[src/rtl/ysyx_25020047_pkg.sv]
`default_nettype none
// ============================================================================
//  Module      : ysyx_25020047_pkg
//  Description : Shared instruction-class codes, controller state encoding and
//                the default MEM-stage timeout for the execution controller.
//  Revision    : 1.0 - initial release
// ============================================================================
package ysyx_25020047_pkg;

  // Default number of MEM cycles tolerated before an error halt
  localparam int unsigned MEM_TIMEOUT_DEF = 255;

  // One-hot instruction class codes produced by the IDU
  localparam logic [31:0] INST_C00    = 32'h0000_0001;
  localparam logic [31:0] INST_C01    = 32'h0000_0002;
  localparam logic [31:0] INST_C03    = 32'h0000_0008;
  localparam logic [31:0] INST_C04    = 32'h0000_0010;
  localparam logic [31:0] INST_LW     = 32'h0000_0020;
  localparam logic [31:0] INST_LBU    = 32'h0000_0040;
  localparam logic [31:0] INST_SW     = 32'h0000_0080;
  localparam logic [31:0] INST_SB     = 32'h0000_0100;
  localparam logic [31:0] INST_C09    = 32'h0000_0200;
  localparam logic [31:0] INST_C10    = 32'h0000_0400;
  localparam logic [31:0] INST_C11    = 32'h0000_0800;
  localparam logic [31:0] INST_C12    = 32'h0000_1000;
  localparam logic [31:0] INST_C13    = 32'h0000_2000;
  localparam logic [31:0] INST_BEQ    = 32'h0000_4000;
  localparam logic [31:0] INST_BNE    = 32'h0000_8000;
  localparam logic [31:0] INST_C16    = 32'h0001_0000;
  localparam logic [31:0] INST_C17    = 32'h0002_0000;
  localparam logic [31:0] INST_C18    = 32'h0004_0000;
  localparam logic [31:0] INST_EBREAK = 32'h0008_0000;

  // Controller states
  typedef enum logic [2:0] {
    S_IDLE  = 3'd0,
    S_FETCH = 3'd1,
    S_EXEC  = 3'd2,
    S_MEM   = 3'd3,
    S_WB    = 3'd4,
    S_HALT  = 3'd5
  } state_e;

endpackage
`default_nettype wire

[src/rtl/ysyx_25020047_inst_class.sv]
`default_nettype none
// ============================================================================
//  Module      : ysyx_25020047_inst_class
//  Description : Combinational decode of the one-hot instruction class into
//                the control flags the execution controller needs.
//  Revision    : 1.0 - initial release
// ============================================================================
module ysyx_25020047_inst_class
  import ysyx_25020047_pkg::*;
(
  input  logic [31:0] inst_type,
  output logic        is_load,
  output logic        is_store,
  output logic        writes_rd,
  output logic        is_ebreak,
  output logic        illegal
);

  // Exact-match decode: zero and multi-hot values fall through to illegal
  always_comb begin
    is_load   = 1'b0;
    is_store  = 1'b0;
    writes_rd = 1'b0;
    is_ebreak = 1'b0;
    illegal   = 1'b0;
    case (inst_type)
      INST_LW, INST_LBU: begin
        is_load   = 1'b1;
        writes_rd = 1'b1;
      end
      INST_SW, INST_SB: begin
        is_store  = 1'b1;
      end
      INST_BEQ, INST_BNE: begin
        // branches only update the PC
      end
      INST_EBREAK: begin
        is_ebreak = 1'b1;
      end
      INST_C00, INST_C01, INST_C03, INST_C04, INST_C09, INST_C10,
      INST_C11, INST_C12, INST_C13, INST_C16, INST_C17, INST_C18: begin
        writes_rd = 1'b1;
      end
      default: begin
        illegal   = 1'b1;
      end
    endcase
  end

endmodule
`default_nettype wire

[src/rtl/ysyx_25020047_exec_ctrl.sv]
`default_nettype none
// ============================================================================
//  Module      : ysyx_25020047_exec_ctrl
//  Description : Moore multi-cycle execution controller sequencing
//                FETCH / EXEC / MEM / WB with a MEM-stage timeout, a retired
//                instruction counter and a sticky HALT state.
//  Revision    : 1.0 - initial release
// ============================================================================
module ysyx_25020047_exec_ctrl
  import ysyx_25020047_pkg::*;
#(
  parameter int unsigned MEM_TIMEOUT = MEM_TIMEOUT_DEF,
  parameter int unsigned CNT_W       = 32
) (
  input  logic             clk,
  input  logic             rst,
  input  logic             start,
  output logic             ifu_req,
  input  logic             ifu_ack,
  input  logic [31:0]      inst_type,
  output logic             lsu_req,
  output logic             lsu_wen,
  input  logic             lsu_ack,
  output logic             rf_we,
  output logic             pc_we,
  output logic             halt,
  output logic             err,
  output logic [CNT_W-1:0] retired
);

  // The counter only has to represent 0 .. MEM_TIMEOUT-1
  localparam int unsigned       TO_W    = (MEM_TIMEOUT > 1) ? $clog2(MEM_TIMEOUT) : 1;
  localparam logic [TO_W-1:0]   TO_LAST = TO_W'(MEM_TIMEOUT - 1);

  state_e           state_q, state_d;
  logic [TO_W-1:0]  to_cnt_q, to_cnt_d;
  logic [CNT_W-1:0] retired_q, retired_d;
  logic             err_q, err_d;
  logic             store_q, store_d;
  logic             wrd_q, wrd_d;

  logic w_is_load, w_is_store, w_writes_rd, w_is_ebreak, w_illegal;

  ysyx_25020047_inst_class u_inst_class (
    .inst_type (inst_type),
    .is_load   (w_is_load),
    .is_store  (w_is_store),
    .writes_rd (w_writes_rd),
    .is_ebreak (w_is_ebreak),
    .illegal   (w_illegal)
  );

  // Next-state, counters and Moore outputs
  always_comb begin
    state_d   = state_q;
    to_cnt_d  = to_cnt_q;
    retired_d = retired_q;
    err_d     = err_q;
    store_d   = store_q;
    wrd_d     = wrd_q;
    ifu_req   = 1'b0;
    lsu_req   = 1'b0;
    lsu_wen   = 1'b0;
    rf_we     = 1'b0;
    pc_we     = 1'b0;
    halt      = 1'b0;
    case (state_q)
      S_IDLE: begin
        if (start) state_d = S_FETCH;
      end
      S_FETCH: begin
        ifu_req = 1'b1;
        if (ifu_ack) state_d = S_EXEC;
      end
      S_EXEC: begin
        // Class flags are frozen here so later inst_type changes are harmless
        store_d  = w_is_store;
        wrd_d    = w_writes_rd;
        to_cnt_d = '0;
        if (w_illegal) begin
          state_d = S_HALT;
          err_d   = 1'b1;
        end else if (w_is_ebreak) begin
          state_d = S_HALT;
        end else if (w_is_load || w_is_store) begin
          state_d = S_MEM;
        end else begin
          state_d = S_WB;
        end
      end
      S_MEM: begin
        lsu_req = 1'b1;
        lsu_wen = store_q;
        // An ack in the final allowed cycle still completes the access
        if (lsu_ack) begin
          state_d = S_WB;
        end else if (to_cnt_q == TO_LAST) begin
          state_d = S_HALT;
          err_d   = 1'b1;
        end else begin
          to_cnt_d = to_cnt_q + TO_W'(1);
        end
      end
      S_WB: begin
        pc_we     = 1'b1;
        rf_we     = wrd_q;
        retired_d = retired_q + CNT_W'(1);
        state_d   = S_FETCH;
      end
      S_HALT: begin
        halt = 1'b1;
      end
      default: begin
        state_d = S_IDLE;
      end
    endcase
  end

  // State and datapath registers with synchronous reset
  always_ff @(posedge clk) begin
    if (rst) begin
      state_q   <= S_IDLE;
      to_cnt_q  <= '0;
      retired_q <= '0;
      err_q     <= 1'b0;
      store_q   <= 1'b0;
      wrd_q     <= 1'b0;
    end else begin
      state_q   <= state_d;
      to_cnt_q  <= to_cnt_d;
      retired_q <= retired_d;
      err_q     <= err_d;
      store_q   <= store_d;
      wrd_q     <= wrd_d;
    end
  end

  assign retired = retired_q;
  assign err     = err_q;

endmodule
`default_nettype wire

[config.mk]
export PLATFORM = sky130hd
export DESIGN_NAME = ysyx_25020047_exec_ctrl
export DESIGN_NICKNAME = d
export VERILOG_FILES = /design/src/rtl/ysyx_25020047_pkg.sv /design/src/rtl/ysyx_25020047_inst_class.sv /design/src/rtl/ysyx_25020047_exec_ctrl.sv
export SDC_FILE = /design/constraint.sdc
export NUM_CORES = 1
export LEC_CHECK = 0
export ABC_AREA = 1
export CAP_MARGIN = 20
export CELL_PAD_IN_SITES_DETAIL_PLACEMENT = 1
export CELL_PAD_IN_SITES_GLOBAL_PLACEMENT = 2
export CORE_MARGIN = 3
export CORE_UTILIZATION = 28
export DETAILED_ROUTE_END_ITERATION = 6
export MAX_ROUTING_LAYER = met4
export PLACE_DENSITY_LB_ADDON = 0.15
export SLEW_MARGIN = 15
export SYNTH_ARGS = -nofsm -noshare
export SYNTH_HDL_FRONTEND = slang
export SYNTH_SLANG_ARGS = --single-unit
[constraint.sdc]
create_clock -name clk -period 4.61 [get_ports clk]
set_input_delay 0.922 -clock clk [delete_from_list [all_inputs] [get_ports clk]]
set_output_delay 0.922 -clock clk [all_outputs]
set_load 0.01 [all_outputs]
# [Word level (Yosys, flattened, before mapping)]
# Cells that the tools add are included.
[classes] n_addsub=2 n_bitwise=1 muxes=25 n_reduce_logical=10 n_eq_ne=32
[ops] op="adder 32 x 1 -> 32 bit, second input constant" n=1
[ops] op="equality test 32 x 1 -> 1 bit, second input constant" n=1
[ops] op="equality test 32 x 10 -> 1 bit, second input constant" n=1
[ops] op="equality test 32 x 11 -> 1 bit, second input constant" n=1
[ops] op="equality test 32 x 12 -> 1 bit, second input constant" n=1
[ops] op="equality test 32 x 13 -> 1 bit, second input constant" n=1
[ops] op="equality test 32 x 14 -> 1 bit, second input constant" n=1
[ops] op="equality test 32 x 15 -> 1 bit, second input constant" n=1
[ops] op="equality test 32 x 16 -> 1 bit, second input constant" n=1
[ops] op="equality test 32 x 17 -> 1 bit, second input constant" n=1
[ops] op="equality test 32 x 18 -> 1 bit, second input constant" n=1
[ops] op="equality test 32 x 19 -> 1 bit, second input constant" n=1
[ops] op="equality test 32 x 2 -> 1 bit, second input constant" n=1
[ops] op="equality test 32 x 20 -> 1 bit, second input constant" n=1
[ops] op="equality test 32 x 4 -> 1 bit, second input constant" n=1
[ops] op="equality test 32 x 5 -> 1 bit, second input constant" n=1
[ops] op="equality test 32 x 6 -> 1 bit, second input constant" n=1
[ops] op="equality test 32 x 7 -> 1 bit, second input constant" n=1
[ops] op="equality test 32 x 8 -> 1 bit, second input constant" n=1
[ops] op="equality test 32 x 9 -> 1 bit, second input constant" n=1
[ops] op="two-way mux 3 bit" n=7
[ops] op="OR reduction 19 bit" n=1
[ops] op="case mux 3 bit (6 select lines)" n=1
[ops] op="two-way mux 8 bit" n=2
[ops] op="other kinds (18)" n=39
[word_totals] elab_cells=76 in_bits=37 out_inout_bits=39 regBits=46

# [Logic depth before layout (Yosys ltp)]
# Gate-level depths: netlist of run 1.
[logic_depth] depth_word=8 mapped_depth=14

# [Hierarchy]
# From an unflattened synthesis of run 1, not the netlist that was laid out.
[unflattened] hier_cells=536 hier_area_um2=3284.4
[by_module_without_submodules] module="ysyx_25020047_exec_ctrl" cells_per_inst=411 area_each_um2=2683.8 seq_area_each_um2=920.9 instances=1
[by_module_without_submodules] module="ysyx_25020047_inst_class" cells_per_inst=125 area_each_um2=600.6 seq_area_each_um2=0.0 instances=1

# [Worst setup path before layout of run 1]
# No wires, ideal clock.
[synth_timing] path_type="input to register" startpoint="input port inst_type[12]" endpoint="register state_q[1]" path_stages=11 path_slack_ps=2588 required_time_ps=4539 arrival_ps=1952 cell_sequence="nor2_1 -> nand2_1 -> inv_1 -> nand2_1 -> nor2_1 -> nand3_1 -> nand2_1 -> inv_1 -> o21ai_0 -> nand2_1 -> a21oi_1"
[synth_between] elab_chain_cells=8 word_cells_on_any_way=30 classes_between="eq/ne (19); mux (7); reduce/logical (4)"
[synth_lines] element="start: declaration" line_no="ysyx_25020047_exec_ctrl.sv:20" text="input logic [31:0] inst_type,"
[synth_lines] element="equality test 32 x 6 -> 1 bit, or another cell as far along" line_no="ysyx_25020047_inst_class.sv:26" text="case (inst_type)"
[synth_lines] element="OR reduction 2 bit" line_no="ysyx_25020047_inst_class.sv:26"
[synth_lines] element="two-way mux 1 bit" line_no="ysyx_25020047_inst_class.sv:26"
[synth_lines] element="logical OR 1 bit" line_no="ysyx_25020047_exec_ctrl.sv:85" text="end else if (w_is_load || w_is_store) begin"
[synth_lines] element="two-way mux 3 bit" line_no="ysyx_25020047_exec_ctrl.sv:85"
[synth_lines] element="two-way mux 3 bit" line_no="ysyx_25020047_exec_ctrl.sv:83" text="end else if (w_is_ebreak) begin"
[synth_lines] element="two-way mux 3 bit (*)" line_no="ysyx_25020047_exec_ctrl.sv:80" text="if (w_illegal) begin"
[synth_lines] element="case mux 3 bit (6 select lines) (*)" line_no="ysyx_25020047_exec_ctrl.sv:67" text="case (state_q)"
[synth_lines] element="end signal: assignment" line_no="ysyx_25020047_exec_ctrl.sv:129" text="state_q <= state_d;"
[synth_lines] element="end: declaration" line_no="ysyx_25020047_exec_ctrl.sv:35" text="state_e state_q, state_d;"
# Mark *: on every way between the ends. The rest lies on a longest branch, timed or not.
# A chain may end at the register's enable or synchronous reset.

# [Worst setup path in the final report of run 1]
[layout_timing] startpoint="register state_q[0]" endpoint="output port halt"
[layout_between] elab_chain_cells=2
[layout_lines] element="equality test 3 bit" line_no="ysyx_25020047_exec_ctrl.sv:67"
[layout_lines] element="two-way mux 1 bit" line_no="ysyx_25020047_exec_ctrl.sv:67"
[layout_lines] element="end: declaration" line_no="ysyx_25020047_exec_ctrl.sv:26" text="output logic halt,"
# No other way between the ends.

==> results of run 1 <==
==> worst max-delay path by stage <==
stage,startpoint,endpoint
2_1_floorplan,inst_type[12],state_q[1]
3_3_place_gp,inst_type[12],state_q[0]
3_5_place_dp,inst_type[16],state_q[1]
4_1_cts,state_q[0],halt
5_1_grt,state_q[0],halt
6_report,state_q[0],halt
==> power breakdown <==
| group | leakage, nW | internal [mW] | switching (mW) |
|---|---|---|---|
| registers | 0.371 | 0.407 | 0.0159 |
| logic | 1.08 | 0.0724 | 0.0845 |
| clock network | 0.0524 | 0.163 | 0.141 |
| total | 1.51 | 0.642 | 0.242 |
==> sequential cells by signal, summed over array words and instances (netlist names) <==
name and cells:
err 1, retired 32, state_q 3, store_q 1, to_cnt_q 8, wrd_q 1
==> critical path, stage by stage, from the launching register on <==
cell	delay [ns]
dfxtp_1	0.57
inv_1	0.08
nor3_1	0.28
clkdlybuf4s50_1	0.61
==> synth_stat cells <==
master	count	area (sq um)
o21ai_1	6	30.0
nand4_1	10	62.6
nor2_1	75	282
nand2_2	6	37.5
nor3_2	3	30.0
nand3_2	1	10.0
nand2_1	97	364
nor2_2	2	12.5
inv_6	1	8.76
nand3_1	26	130
o21ai_0	16	80.1
nor3b_1	2	15.0
nor3b_2	1	12.5
nor3_1	21	105
nand3_4	1	17.5
or2_2	1	6.26
xor2_1	8	70.1
o21bai_2	1	11.3
or2_1	1	6.26
inv_1	70	263
nand4_4	1	21.3
ha_1	3	37.5
nor2_4	5	56.3
o21a_1	1	7.51
a211oi_1	2	15.0
o311ai_1	1	8.76
xnor2_1	6	52.6
nand2_4	2	22.5
inv_2	3	11.3
dfxtp_1	46	921
nor3_4	1	16.3
a31oi_1	1	6.26
nand3b_1	4	30.0
clkinv_2	1	5.00
a21oi_1	32	160
clkbuf_1	5	18.8
and3_1	2	12.5
==> cell type report <==
cell class,instances,share of cell area
Inverter,75,0.0725
Clock buffer,7,0.0192
Clock inverter,1,0.00757
Tap cell,133,0.0419
Sequential cell,46,0.232
Multi-Input combinational cell,339,0.436
Timing Repair Buffer,76,0.191
==> through the flow <==
stage | setup slack, ns | cell area (sq um)
after floorplan | 2.59 | 2960
after global placement | 1.91 | 3860
after detailed placement | 1.90 | 3860
after CTS | 1.83 | 3970
after global routing | 1.70 | 3970
final | 1.86 | 3970
==> logic make-up (layout without fill, tap and decap cells) <==
family | count (synthesis) | count (layout)
simple gates | 262 | 262
buf+inv | 80 | 159
compound gates | 60 | 60
flops | 46 | 46
xor+xnor | 14 | 14
fa+ha+maj | 3 | 3
==> metal layers <==
layer	vias to the layer above	part of all wire	global-route usage
li1	1638	-	-
met1	1434	0.48	0.206
met2	64	0.46	0.262
met3	6	0.048	0.0302
met4	0	0.0089	0.0298
met5	-	0	-
==> flow_summary_export.csv, run 1 <==
group,metric,value,unit
timing,relSlewSlack,0.641,
routing,drtIter0Drc,64,
cells_and_area,mostFrequentLayoutCell,"nand2_1",
routing,drtPass1Iterations,4,
clock_tree,cts_resized,0,
status,outcome,"complete, no violations",
routing,drc_errors,0,
yosys,synth_compound_gate_area_share,0.108,
clock_tree,cts_tree,"built",
yosys,synth.area.mux_share,0,
routing,via_per_inst,4.64,
placement,io_buffers,75,
yosys,synthCells,465,
yosys,synth_fa_ha_area_frac,0.0127,
power,p_total,0.884,mW
timing,fin_setup_tns,0,ns
yosys,synthXorXnorAreaFrac,0.0415,
cells_and_area,n_antenna_cell,0,
power,vdd_drop_max,0.000135,V
routing,routedWlPerCell,13.0,microns
setup_path,start_kind,"flop",
placement,dpl.hpwl,7130,microns
clock_tree,post-cts-setup-buffers,0,
setup_path,r2r_end,"retired[28]",
grt,grt_first_pass_wirelength,14800,microns
clock_tree,cts_hold_buf,0,
cells_and_area,instances_no_fill,677,
cells_and_area,layout_common_cells,"nand2_1 (97), nor2_1 (75), clkdlybuf4s50_1 (75)",
timing,skew,0.0150,ns
timing,fin_crit,2.75,ns
yosys,yosysWarnings,0,
die,die_x,109,microns
setup_path,rr_worst_depth,9,
die,start_util,0.296,
cells_and_area,synthToLayoutAreaGrowth,34.2,%
routing,finalWirelength,8800,microns
setup_path,rrSetupSlack,2.57,ns
cells_and_area,fillers,1324,
yosys,netlist-cell-type-count,37,
cells_and_area,multi_input_area,1730,sq um
routing,vias,3142,
grt,grt_antenna_before_repair,0,
die,core,10000,sq um
flow_run,maxCapViolations,0,
cells_and_area,drive_above_1_share,0.0680,
routing,drtAntennaViolNets,0,
clock_tree,clock_latency,0.30,ns
die,die_area,11800,sq um
timing,final-max-slew-violation-count,0,
timing,fin_crit_sh,0.597,
yosys,synth-simple-area-share,0.423,
setup_path,end_kind,"output port",
clock_tree,cts_buffer_depth,2,
clock_tree,numCtsBuffers,5,
setup_path,crit_required,3.69,ns
timing,hold_viol_final,0,
timing,grt_setup_unrepaired,"no",
setup_path,cp.arrival,1.83,ns
placement,gp_congestion,0.834,
power,p_leak,1.51,nW
min_path,worstHoldPathCells,2,
yosys,syn_area_per_cell,6.36,sq um
yosys,synth_nets,505,
setup_path,cp_max_fo,7,
die,ios,76,
timing,hold_ws,0.469,ns
yosys,synth_seq_area_share,0.311,
timing,worst-slew-pin-transition,0.538,ns
cells_and_area,fin_util,0.397,
setup_path,reg2reg_from,"state_q[0]",
clock_tree,cts_root_buf,"clkbuf_8",
die,row_count,36,
timing,max_freq,0.364,GHz
yosys,synth_area,2960,sq um
grt,grt_overflow,0,
min_path,hp-class,"flop to flop",
min_path,worstHoldEndpoint,"wrd_q",
cells_and_area,fin_nets,583,
grt,grt_pass1_vias,3168,
min_path,worstHoldStart,"wrd_q",
timing,setup_violations,0,
placement,dp.cells,669,
clock_tree,clock_sinks,46,
setup_path,worstSetupPathType,"flop to output port",
yosys,synth_top_family_by_area,"simple AND/OR/NAND/NOR gates",
cells_and_area,register_area,921,sq um
grt,grt_max_degree,26,
clock_tree,clk_pin_slew,0.08,ns
yosys,synth-seq-cells,46,
clock_tree,htree_levels,2,
die,die_height,109,microns
grt,track_usage,0.159,
power,powerDensity,223,nW/um^2
No activity file was read; power rests on OpenSTA's default activity.
==> inputs of run 2 (changes only) <==
- CORE_UTILIZATION: 28 -> 26
- clock period: 4.61 -> 2.7 ns (I/O delays scaled with it)
==> flow_summary_export.csv, run 2 (synthesis gave the netlist of run 1 again) <==
group,metric,value,unit
status,outcome,"complete, no violations",
routing,drtPass1Iterations,4,
clock_tree,cts_tree,"built",
placement,dpl.hpwl,7410,microns
routing,finalWirelength,8900,microns
setup_path,critical_path.top_delay_family,"buffers and inverters",
clock_tree,htree_levels,2,
cells_and_area,drive_above_1_share,0.0716,
clock_tree,clk_pin_slew,0.06,ns
placement,dp.cells,677,
setup_path,slowest_delay,0.62,ns
routing,vias,3123,
setup_path,crit_slowest_cell,"clkdlybuf4s50_1",
setup_path,start_kind,"flop",
grt,grt_max_degree,25,
timing,max_freq,0.420,GHz
timing,fin_ws,0.319,ns
setup_path,worstSetupPathType,"flop to output port",
setup_path,cp_num_buf_inv,2,
setup_path,path_cells,"inv_1 > nor3_1 > clkdlybuf4s50_1",
cells_and_area,post-route-cell-area,4030,sq um
power,vdd_drop_max,0.000275,V
timing,hold_ws,0.466,ns
setup_path,cp.arrival,1.84,ns
routing,via_per_inst,4.56,
clock_tree,clock_latency,0.29,ns
setup_path,end_kind,"output port",
grt,grt_antenna_before_repair,0,
setup_path,crit_required,2.16,ns
min_path,hp-class,"flop to flop",
clock_tree,cts_root_buf,"clkbuf_16",
grt,grt_overflow,0,
min_path,worstHoldStart,"err",
die,start_util,0.269,
routing,drtAntennaViolNets,0,
grt,grt_pass1_vias,3256,
routing,drc_errors,0,
cells_and_area,fin_nets,584,
cells_and_area,instances_no_fill,685,
die,ios,76,
die,die_area,12700,sq um
timing,final-max-slew-violation-count,0,
timing,grt_setup_unrepaired,"no",
flow_run,maxCapViolations,0,
die,die_height,113,microns
power,p_leak,1.53,nW
timing,skew,0.00527,ns
timing,relSlewSlack,0.658,
clock_tree,cts_resized,0,
setup_path,cp_max_fo,7,
timing,fin_setup_tns,0,ns
placement,gp_congestion,0.762,
clock_tree,post-cts-setup-buffers,0,
routing,drtIter0Drc,113,
timing,hold_viol_final,0,
setup_path,worstSetupStartpoint,"state_q[0]",
grt,grt_first_pass_wirelength,15100,microns
setup_path,reg2reg_from,"state_q[0]",
power,powerDensity,404,nW/um^2
clock_tree,cts_hold_buf,0,
die,die_x,113,microns
die,row_count,38,
clock_tree,numCtsBuffers,5,
placement,io_buffers,75,
timing,setup_violations,0,
placement,place_ws,0.363,ns
placement,placedInstanceArea,3880,sq um
timing,fin_crit,2.38,ns
timing,fin_crit_sh,0.882,
clock_tree,cts_buffer_depth,2,
clock_tree,clock_sinks,46,
cells_and_area,largest_register_ffs,32,
die,core,11000,sq um
grt,track_usage,0.146,
routing,routedWlPerCell,13.0,microns
timing,worst-slew-pin-transition,0.506,ns
cells_and_area,synthToLayoutAreaGrowth,36.2,%
cells_and_area,layout_common_cells,"nand2_1 (97), nor2_1 (75), clkdlybuf4s50_1 (75)",
cells_and_area,n_antenna_cell,0,
cells_and_area,mostFrequentLayoutCell,"nand2_1",
==> run 2: final timing paths <==
path	slack, ns	to	depth (start not counted)
setup / recovery	0.32	halt	3
setup reg to reg	0.70	retired[28]	9
hold / removal	0.47	err	2
hold reg to reg	0.47	err	2
==> run 2: power breakdown <==
part | switching (mW) | total [mW] | internal [mW] | leakage, nW
Clock | 0.266 | 0.634 | 0.368 | 0.0739
Sequential | 0.0261 | 0.722 | 0.696 | 0.371
Combinational | 0.145 | 0.269 | 0.125 | 1.09
Total | 0.437 | 1.62 | 1.19 | 1.53
==> run 2: per-stage QoR <==
| stage | total power, mW | utilization |
|---|---|---|
| finish | 1.62 | 0.367 |
| global route | 1.70 | 0.367 |
| CTS | 1.65 | 0.367 |
| detailed placement | 1.01 | 0.353 |
| global placement | 1.00 | 0.353 |
| floorplan | 0.882 | - |
==> run 2: final cells by class <==
class | instances | area (sq um)
fill | 1415 | 6960
timing repair buffer | 77 | 766
clock buffer | 7 | 143
clock inverter | 1 | 5.00
sequential | 46 | 921
tap | 140 | 175
inverter | 75 | 288
multi-input combinational | 339 | 1730
==> run 2: tightest hold or removal path: stages, from the launching register on <==
cell and delay (ns):
dfxtp_1 0.31, inv_1 0.05, a21oi_1 0.06
==> run 2: layer usage <==
metal,track usage,part of all wire,vias to the layer above
li1,-,-,1635
met1,0.188,0.49,1432
met2,0.239,0.46,54
met3,0.0248,0.041,2
met4,0.0385,0.0056,0
met5,-,0,-
